### src/rtl/parking_sensor_emulator_if.sv
// Request/response and beam bundle between a pass requester and the sensor emulator.
// Handshake: a request is taken on any rising edge where the emulator is idle and some req_* is high; while busy=1 requests are dropped; done pulses one cycle at completion.
interface parking_sensor_emulator_if #(
    parameter int CNT_W = 8
);
    logic             req_in;
    logic             req_out;
    logic             req_balk;
    logic             sensor_a;
    logic             sensor_b;
    logic             busy;
    logic             done;
    logic [CNT_W-1:0] in_cnt;
    logic [CNT_W-1:0] out_cnt;
    logic [2:0]       dbg_state;

    modport master (
        output req_in, req_out, req_balk,
        input  sensor_a, sensor_b, busy, done, in_cnt, out_cnt, dbg_state
    );

    modport slave (
        input  req_in, req_out, req_balk,
        output sensor_a, sensor_b, busy, done, in_cnt, out_cnt, dbg_state
    );
endinterface

### src/rtl/parking_sensor_emulator.sv
// Generates the active-low two-beam waveform of a car entering, exiting or balking,
// with registered outputs and wrap-around entry/exit tallies.
module parking_sensor_emulator #(
    parameter int HOLD_CYCLES = 16,
    parameter int GAP_CYCLES  = 16,
    parameter int CNT_W       = 8
) (
    input  logic                     clk,
    input  logic                     reset,
    parking_sensor_emulator_if.slave bus
);
    localparam int MAX_CYC = (HOLD_CYCLES > GAP_CYCLES) ? HOLD_CYCLES : GAP_CYCLES;
    localparam int TW      = $clog2(MAX_CYC + 1);
    localparam logic [TW-1:0] HOLD_LD = TW'(HOLD_CYCLES - 1);
    localparam logic [TW-1:0] GAP_LD  = TW'(GAP_CYCLES - 1);

    typedef enum logic [2:0] {S_IDLE, S_PH1, S_PH2, S_PH3, S_GAP} state_t;
    typedef enum logic [1:0] {DIR_IN, DIR_OUT, DIR_BALK} dir_t;

    state_t           state, state_n;
    dir_t             dir, dir_n;
    logic [TW-1:0]    timer, timer_n;
    logic             sensor_a_q, sensor_b_q, busy_q, done_q;
    logic             busy_n, done_n;
    logic [1:0]       ab_n;
    logic [CNT_W-1:0] in_cnt_q, out_cnt_q, in_cnt_n, out_cnt_n;

    always_comb begin
        state_n   = state;
        dir_n     = dir;
        timer_n   = timer;
        done_n    = 1'b0;
        in_cnt_n  = in_cnt_q;
        out_cnt_n = out_cnt_q;
        ab_n      = 2'b00;
        case (state)
            S_IDLE: begin
                if (bus.req_in || bus.req_out || bus.req_balk) begin
                    state_n = S_PH1;
                    timer_n = HOLD_LD;
                    if (bus.req_in)       dir_n = DIR_IN;
                    else if (bus.req_out) dir_n = DIR_OUT;
                    else                  dir_n = DIR_BALK;
                end
            end
            S_PH1: begin
                if (timer == '0) begin
                    // A balk backs out after blocking A only, so it skips the crossing phases.
                    if (dir == DIR_BALK) begin
                        state_n = S_GAP;
                        timer_n = GAP_LD;
                    end else begin
                        state_n = S_PH2;
                        timer_n = HOLD_LD;
                    end
                end else begin
                    timer_n = timer - TW'(1);
                end
            end
            S_PH2: begin
                if (timer == '0) begin
                    state_n = S_PH3;
                    timer_n = HOLD_LD;
                end else begin
                    timer_n = timer - TW'(1);
                end
            end
            S_PH3: begin
                if (timer == '0) begin
                    state_n = S_GAP;
                    timer_n = GAP_LD;
                end else begin
                    timer_n = timer - TW'(1);
                end
            end
            S_GAP: begin
                if (timer == '0) begin
                    state_n = S_IDLE;
                    done_n  = 1'b1;
                    if (dir == DIR_IN)  in_cnt_n  = in_cnt_q + CNT_W'(1);
                    if (dir == DIR_OUT) out_cnt_n = out_cnt_q + CNT_W'(1);
                end else begin
                    timer_n = timer - TW'(1);
                end
            end
            default: state_n = S_IDLE;
        endcase

        // Beam pattern {A,B} (1 = blocked) is decoded from the next state so the outputs can be registered.
        case (state_n)
            S_PH1:   ab_n = (dir_n == DIR_OUT) ? 2'b01 : 2'b10;
            S_PH2:   ab_n = 2'b11;
            S_PH3:   ab_n = (dir_n == DIR_OUT) ? 2'b10 : 2'b01;
            default: ab_n = 2'b00;
        endcase
        busy_n = (state_n != S_IDLE);
    end

    always_ff @(posedge clk) begin
        if (reset) begin
            state      <= S_IDLE;
            dir        <= DIR_IN;
            timer      <= '0;
            sensor_a_q <= 1'b1;
            sensor_b_q <= 1'b1;
            busy_q     <= 1'b0;
            done_q     <= 1'b0;
            in_cnt_q   <= '0;
            out_cnt_q  <= '0;
        end else begin
            state      <= state_n;
            dir        <= dir_n;
            timer      <= timer_n;
            sensor_a_q <= ~ab_n[1];
            sensor_b_q <= ~ab_n[0];
            busy_q     <= busy_n;
            done_q     <= done_n;
            in_cnt_q   <= in_cnt_n;
            out_cnt_q  <= out_cnt_n;
        end
    end

    assign bus.sensor_a  = sensor_a_q;
    assign bus.sensor_b  = sensor_b_q;
    assign bus.busy      = busy_q;
    assign bus.done      = done_q;
    assign bus.in_cnt    = in_cnt_q;
    assign bus.out_cnt   = out_cnt_q;
    assign bus.dbg_state = state;
endmodule

### src/flat_wrapper.sv
// flat-port wrapper written by rule: the top's interface ports become plain ports
module parking_sensor_emulator_flat 
#(
    parameter int HOLD_CYCLES = 16,
    parameter int GAP_CYCLES  = 16,
    parameter int CNT_W       = 8
)
  (clk, reset, bus_req_in, bus_req_out, bus_req_balk, bus_sensor_a, bus_sensor_b, bus_busy, bus_done, bus_in_cnt, bus_out_cnt, bus_dbg_state);
  parking_sensor_emulator_if #(.CNT_W(CNT_W)) bus_i ();
  input  logic clk;
  input  logic reset;
  input wire logic [$bits(bus_i.req_in)-1:0] bus_req_in;
  input wire logic [$bits(bus_i.req_out)-1:0] bus_req_out;
  input wire logic [$bits(bus_i.req_balk)-1:0] bus_req_balk;
  output wire logic [$bits(bus_i.sensor_a)-1:0] bus_sensor_a;
  output wire logic [$bits(bus_i.sensor_b)-1:0] bus_sensor_b;
  output wire logic [$bits(bus_i.busy)-1:0] bus_busy;
  output wire logic [$bits(bus_i.done)-1:0] bus_done;
  output wire logic [$bits(bus_i.in_cnt)-1:0] bus_in_cnt;
  output wire logic [$bits(bus_i.out_cnt)-1:0] bus_out_cnt;
  output wire logic [$bits(bus_i.dbg_state)-1:0] bus_dbg_state;
  assign bus_i.req_in = bus_req_in;
  assign bus_i.req_out = bus_req_out;
  assign bus_i.req_balk = bus_req_balk;
  assign bus_sensor_a = bus_i.sensor_a;
  assign bus_sensor_b = bus_i.sensor_b;
  assign bus_busy = bus_i.busy;
  assign bus_done = bus_i.done;
  assign bus_in_cnt = bus_i.in_cnt;
  assign bus_out_cnt = bus_i.out_cnt;
  assign bus_dbg_state = bus_i.dbg_state;
  parking_sensor_emulator #(.HOLD_CYCLES(HOLD_CYCLES), .GAP_CYCLES(GAP_CYCLES), .CNT_W(CNT_W)) u_core (.clk(clk), .reset(reset), .bus(bus_i));
endmodule
### config.mk
export PLATFORM = sky130hd
export DESIGN_NAME = parking_sensor_emulator_flat
export DESIGN_NICKNAME = d
export VERILOG_FILES = /design/src/rtl/parking_sensor_emulator_if.sv /design/src/rtl/parking_sensor_emulator.sv /design/src/flat_wrapper.sv
export SDC_FILE = /design/constraint.sdc
export NUM_CORES = 1
export LEC_CHECK = 0
export CAP_MARGIN = 10
export CORE_MARGIN = 2
export CORE_UTILIZATION = 56
export CTS_BUF_LIST = sky130_fd_sc_hd__clkbuf_16
export CTS_CLUSTER_DIAMETER = 50
export CTS_CLUSTER_SIZE = 30
export DETAILED_ROUTE_END_ITERATION = 16
export PLACE_DENSITY = 0.92
export SYNTH_ARGS = -nofsm -noshare
export SYNTH_HDL_FRONTEND = slang
export SYNTH_SLANG_ARGS = --single-unit
### constraint.sdc
create_clock -name clk -period 3.39 [get_ports clk]
set_clock_uncertainty 0.2 [all_clocks]
set_input_delay 0.339 -clock clk [delete_from_list [all_inputs] [get_ports clk]]
set_output_delay 0.339 -clock clk [all_outputs]
set_load 0.05 [all_outputs]
==> results.json <==
{
  "run_status": "completed",
  "die_x_microns": 57.0,
  "antennaDiodeCount": 0,
  "rows": 19,
  "clock_latency_ps": 280,
  "seqPwrFrac_pct": 38.5,
  "rsz0062_at_grt": "false",
  "cts.sinks": 30,
  "powerDensity_mw_per_mm2": 552,
  "leakage_nw": 0.753,
  "synth.most_common_cell": "dfxtp_1",
  "portBuffers": 27,
  "stdcell_count": 237,
  "fillCellCount": 185,
  "wirelength_microns": 3770,
  "io-pin-count": 28,
  "critPathArrivalTime_ps": 2490,
  "crit_type": "reg -> reg",
  "grt_remaining_overflow": 0,
  "fin_setup_tns_ps": 0,
  "slew_violations": 0,
  "ys.flop_type": "dfxtp_1",
  "ys_warn_count": 0,
  "crit_family": "simple AND/OR/NAND/NOR gates",
  "synth_cell_type_count": 50,
  "vias": 1477,
  "critPathSlowestCell": "nor4b_4",
  "cp_cell_sequence": "inv_1 -> ha_1 -> nor4b_4 -> nand3_1 -> nor3b_1 -> mux2_2",
  "holdCritPathClass": "reg -> reg",
  "synth_top_area_share_pct": 38.2,
  "dp_hpwl_microns": 2560,
  "finalHoldViolCount": 0,
  "grt_pass1_vias": 1385,
  "layout-drive-gt1-share_pct": 9.71,
  "antenna_found_initial": 0,
  "switching_share_pct": 31.6,
  "synth_top_cells_by_count": "30 x dfxtp_1, 20 x nor2_1, 10 x o21ai_0",
  "worstMarginPinSlew_ps": 646,
  "gp_congestion": 0.864,
  "postCtsResizedCells": 0,
  "grt_pass1_wl_microns": 6460,
  "cp-end-kind": "flop",
  "dieHeight_microns": 57.0,
  "cts_setup_buffers": 0,
  "clkPwrFrac_pct": 37.3,
  "track_usage_pct": 25.4,
  "maxCapViolCount": 0,
  "required_ps": 3360,
  "clockRootBuffer": "clkbuf_16",
  "post_drt_wl_per_cell_microns": 15.9,
  "numCtsBuffers": 5,
  "final_nets": 214,
  "power_frac_comb_pct": 24.2,
  "dr.pass1.iters": 4,
  "cp-start-kind": "flop",
  "relSlewSlack_pct": 56.8,
  "cp.buffers_inverters": 1,
  "drt-vias-per-instance": 6.23,
  "synth_nets": 187,
  "grt_max_degree": 18,
  "ys_seq_elements": 30,
  "dieArea_sq_mm": 0.00325,
  "async_reset_ff_share_pct": 0,
  "cts.hold.buffers_added": 0,
  "drt_first_iter_violations": 84,
  "post-route-util_pct": 73.3,
  "max-clock-path-buffers": 2,
  "synth_edf_count": 0,
  "initial_core_util_pct": 58.0,
  "cts-htree-levels": 2,
  "cts_tree": "built",
  "netlist_instances": 178,
  "slowest_delay_ps": 550,
  "irDropWorstVdd_mv": 0.450,
  "clkTransAtPathRegs_ps": 50,
  "syn2layout_area_growth_pct": 26.3,
  "dpl.cell_count": 229,
  "syn_area_sq_mm": 0.00157,
  "netSwitchingPower_mw": 0.346,
  "yosys.area.top_type": "dfxtp_1",
  "finalCritPeriodShare_pct": 74.5,
  "internal_power_mw": 0.750,
  "finalSetupViolCount": 0,
  "postSynthAreaPerCell_sq_um": 8.84,
  "ys_seq_area_share_pct": 38.2,
  "drc_errors": 0,
  "ant_nets": 0,
  "core_sq_mm": 0.00271,
  "power_mw": 1.10,
  "path_max_fanout": 13,
  "synth.area.top_cells": "dfxtp_1 38%, nor2_1 4.8%, ha_1 3.2%",
  "fin_crit_ps": 2530,
  "fmax_ghz": 0.396
}
-- logic make-up after synthesis --
group	after synthesis	share of synthesized area, %
flops	30	38.2
mux	5	3.34
fa+ha+maj	4	3.18
simple gates	74	28.5
compound gates	41	18.2
xor+xnor	7	3.90
buf+inv	17	4.69
-- cells in the final DEF, fill, tap and decap left out, types with 2 or more instances in the layout --
cell             synthesis  final
mux2_2                   2      2
ha_1                     4      4
clkdlybuf4s50_1          0     27
o2111ai_1                2      2
nand2_1                  6      6
and2_1                   3      3
nor3_1                   5      5
o311ai_0                 2      2
a21oi_1                  8      8
o41ai_1                  2      2
dfxtp_1                 30     30
mux2i_1                  3      3
clkbuf_16                0      5
and3_1                   4      4
a31oi_1                  2      2
nand4_1                  7      7
nand3_1                  8      8
a311oi_1                 3      3
nor2_1                  20     20
or2_2                    2      2
o221ai_1                 2      2
o21ai_0                 10     10
xor2_1                   5      5
inv_1                    9     10
nor2b_1                  2      2
or3_1                    5      5
xnor2_1                  2      2
nor4b_4                  2      2
-- power groups by stage --
stage	Sequential, mW	Clock [mW]	Combinational (mW)
floorplan	0.452	0	0.174
global placement	0.425	0	0.246
detailed placement	0.428	0	0.257
CTS	0.421	0.418	0.261
global route	0.426	0.431	0.286
finish	0.422	0.409	0.265
-- metrics by stage --
step | hold slack, ps | setup WS [ps] | cell area [sq um]
finish | 289 | 864 | 1990
global route | 325 | 688 | 1990
detailed placement | 287 | 909 | 1850
CTS | 294 | 898 | 1990
global placement | 265 | 1060 | 1850
floorplan | 272 | 1060 | 1570
-- registers in the layout, indices dropped and copies added (netlist names) --
register / flops
u_core.dir: 2
u_core.bus.done: 1
u_core.timer: 5
u_core.bus.dbg_state: 3
u_core.bus.sensor_a: 1
u_core.bus.out_cnt: 8
u_core.bus.in_cnt: 8
u_core.bus.sensor_b: 1
u_core.bus.busy: 1
-- worst register-to-register path, cell delays in order (launching register included) --
cell	delay, ps
dfxtp_1	330
inv_1	90
ha_1	180
nor4b_4	550
nand3_1	390
nor3b_1	320
mux2_2	360
-- per-layer routing --
| layer | part of all wire, % | vias to the layer above | global-route usage, % |
|---|---|---|---|
| met5 | 0 | - | 0 |
| met4 | 1.4 | 0 | 11.0 |
| met3 | 5.7 | 6 | 7.48 |
| met2 | 50 | 54 | 42.4 |
| met1 | 42 | 698 | 30.4 |
| li1 | - | 719 | - |
-- worst paths after layout --
path / start / end / slack (ps) / cells past startpoint
hold / removal: u_core.bus.in_cnt[7] / u_core.bus.in_cnt[7] / 290 / 2
setup reg to reg: u_core.timer[0] / u_core.bus.out_cnt[5] / 860 / 6
setup / recovery: u_core.timer[0] / u_core.bus.out_cnt[5] / 860 / 6
hold reg to reg: u_core.bus.in_cnt[7] / u_core.bus.in_cnt[7] / 290 / 2
-- area by class of cell --
type / instances / area, sq um / share of cell area (%)
inverter: 9 / 33.8 / 1.70
tap: 31 / 38.8 / 1.95
clock buffer: 5 / 125 / 6.30
timing repair buffer: 28 / 278 / 14.0
sequential: 30 / 601 / 30.2
clock inverter: 3 / 12.5 / 0.630
multi-input combinational: 131 / 898 / 45.2
No activity file was read; power rests on OpenSTA's default activity.
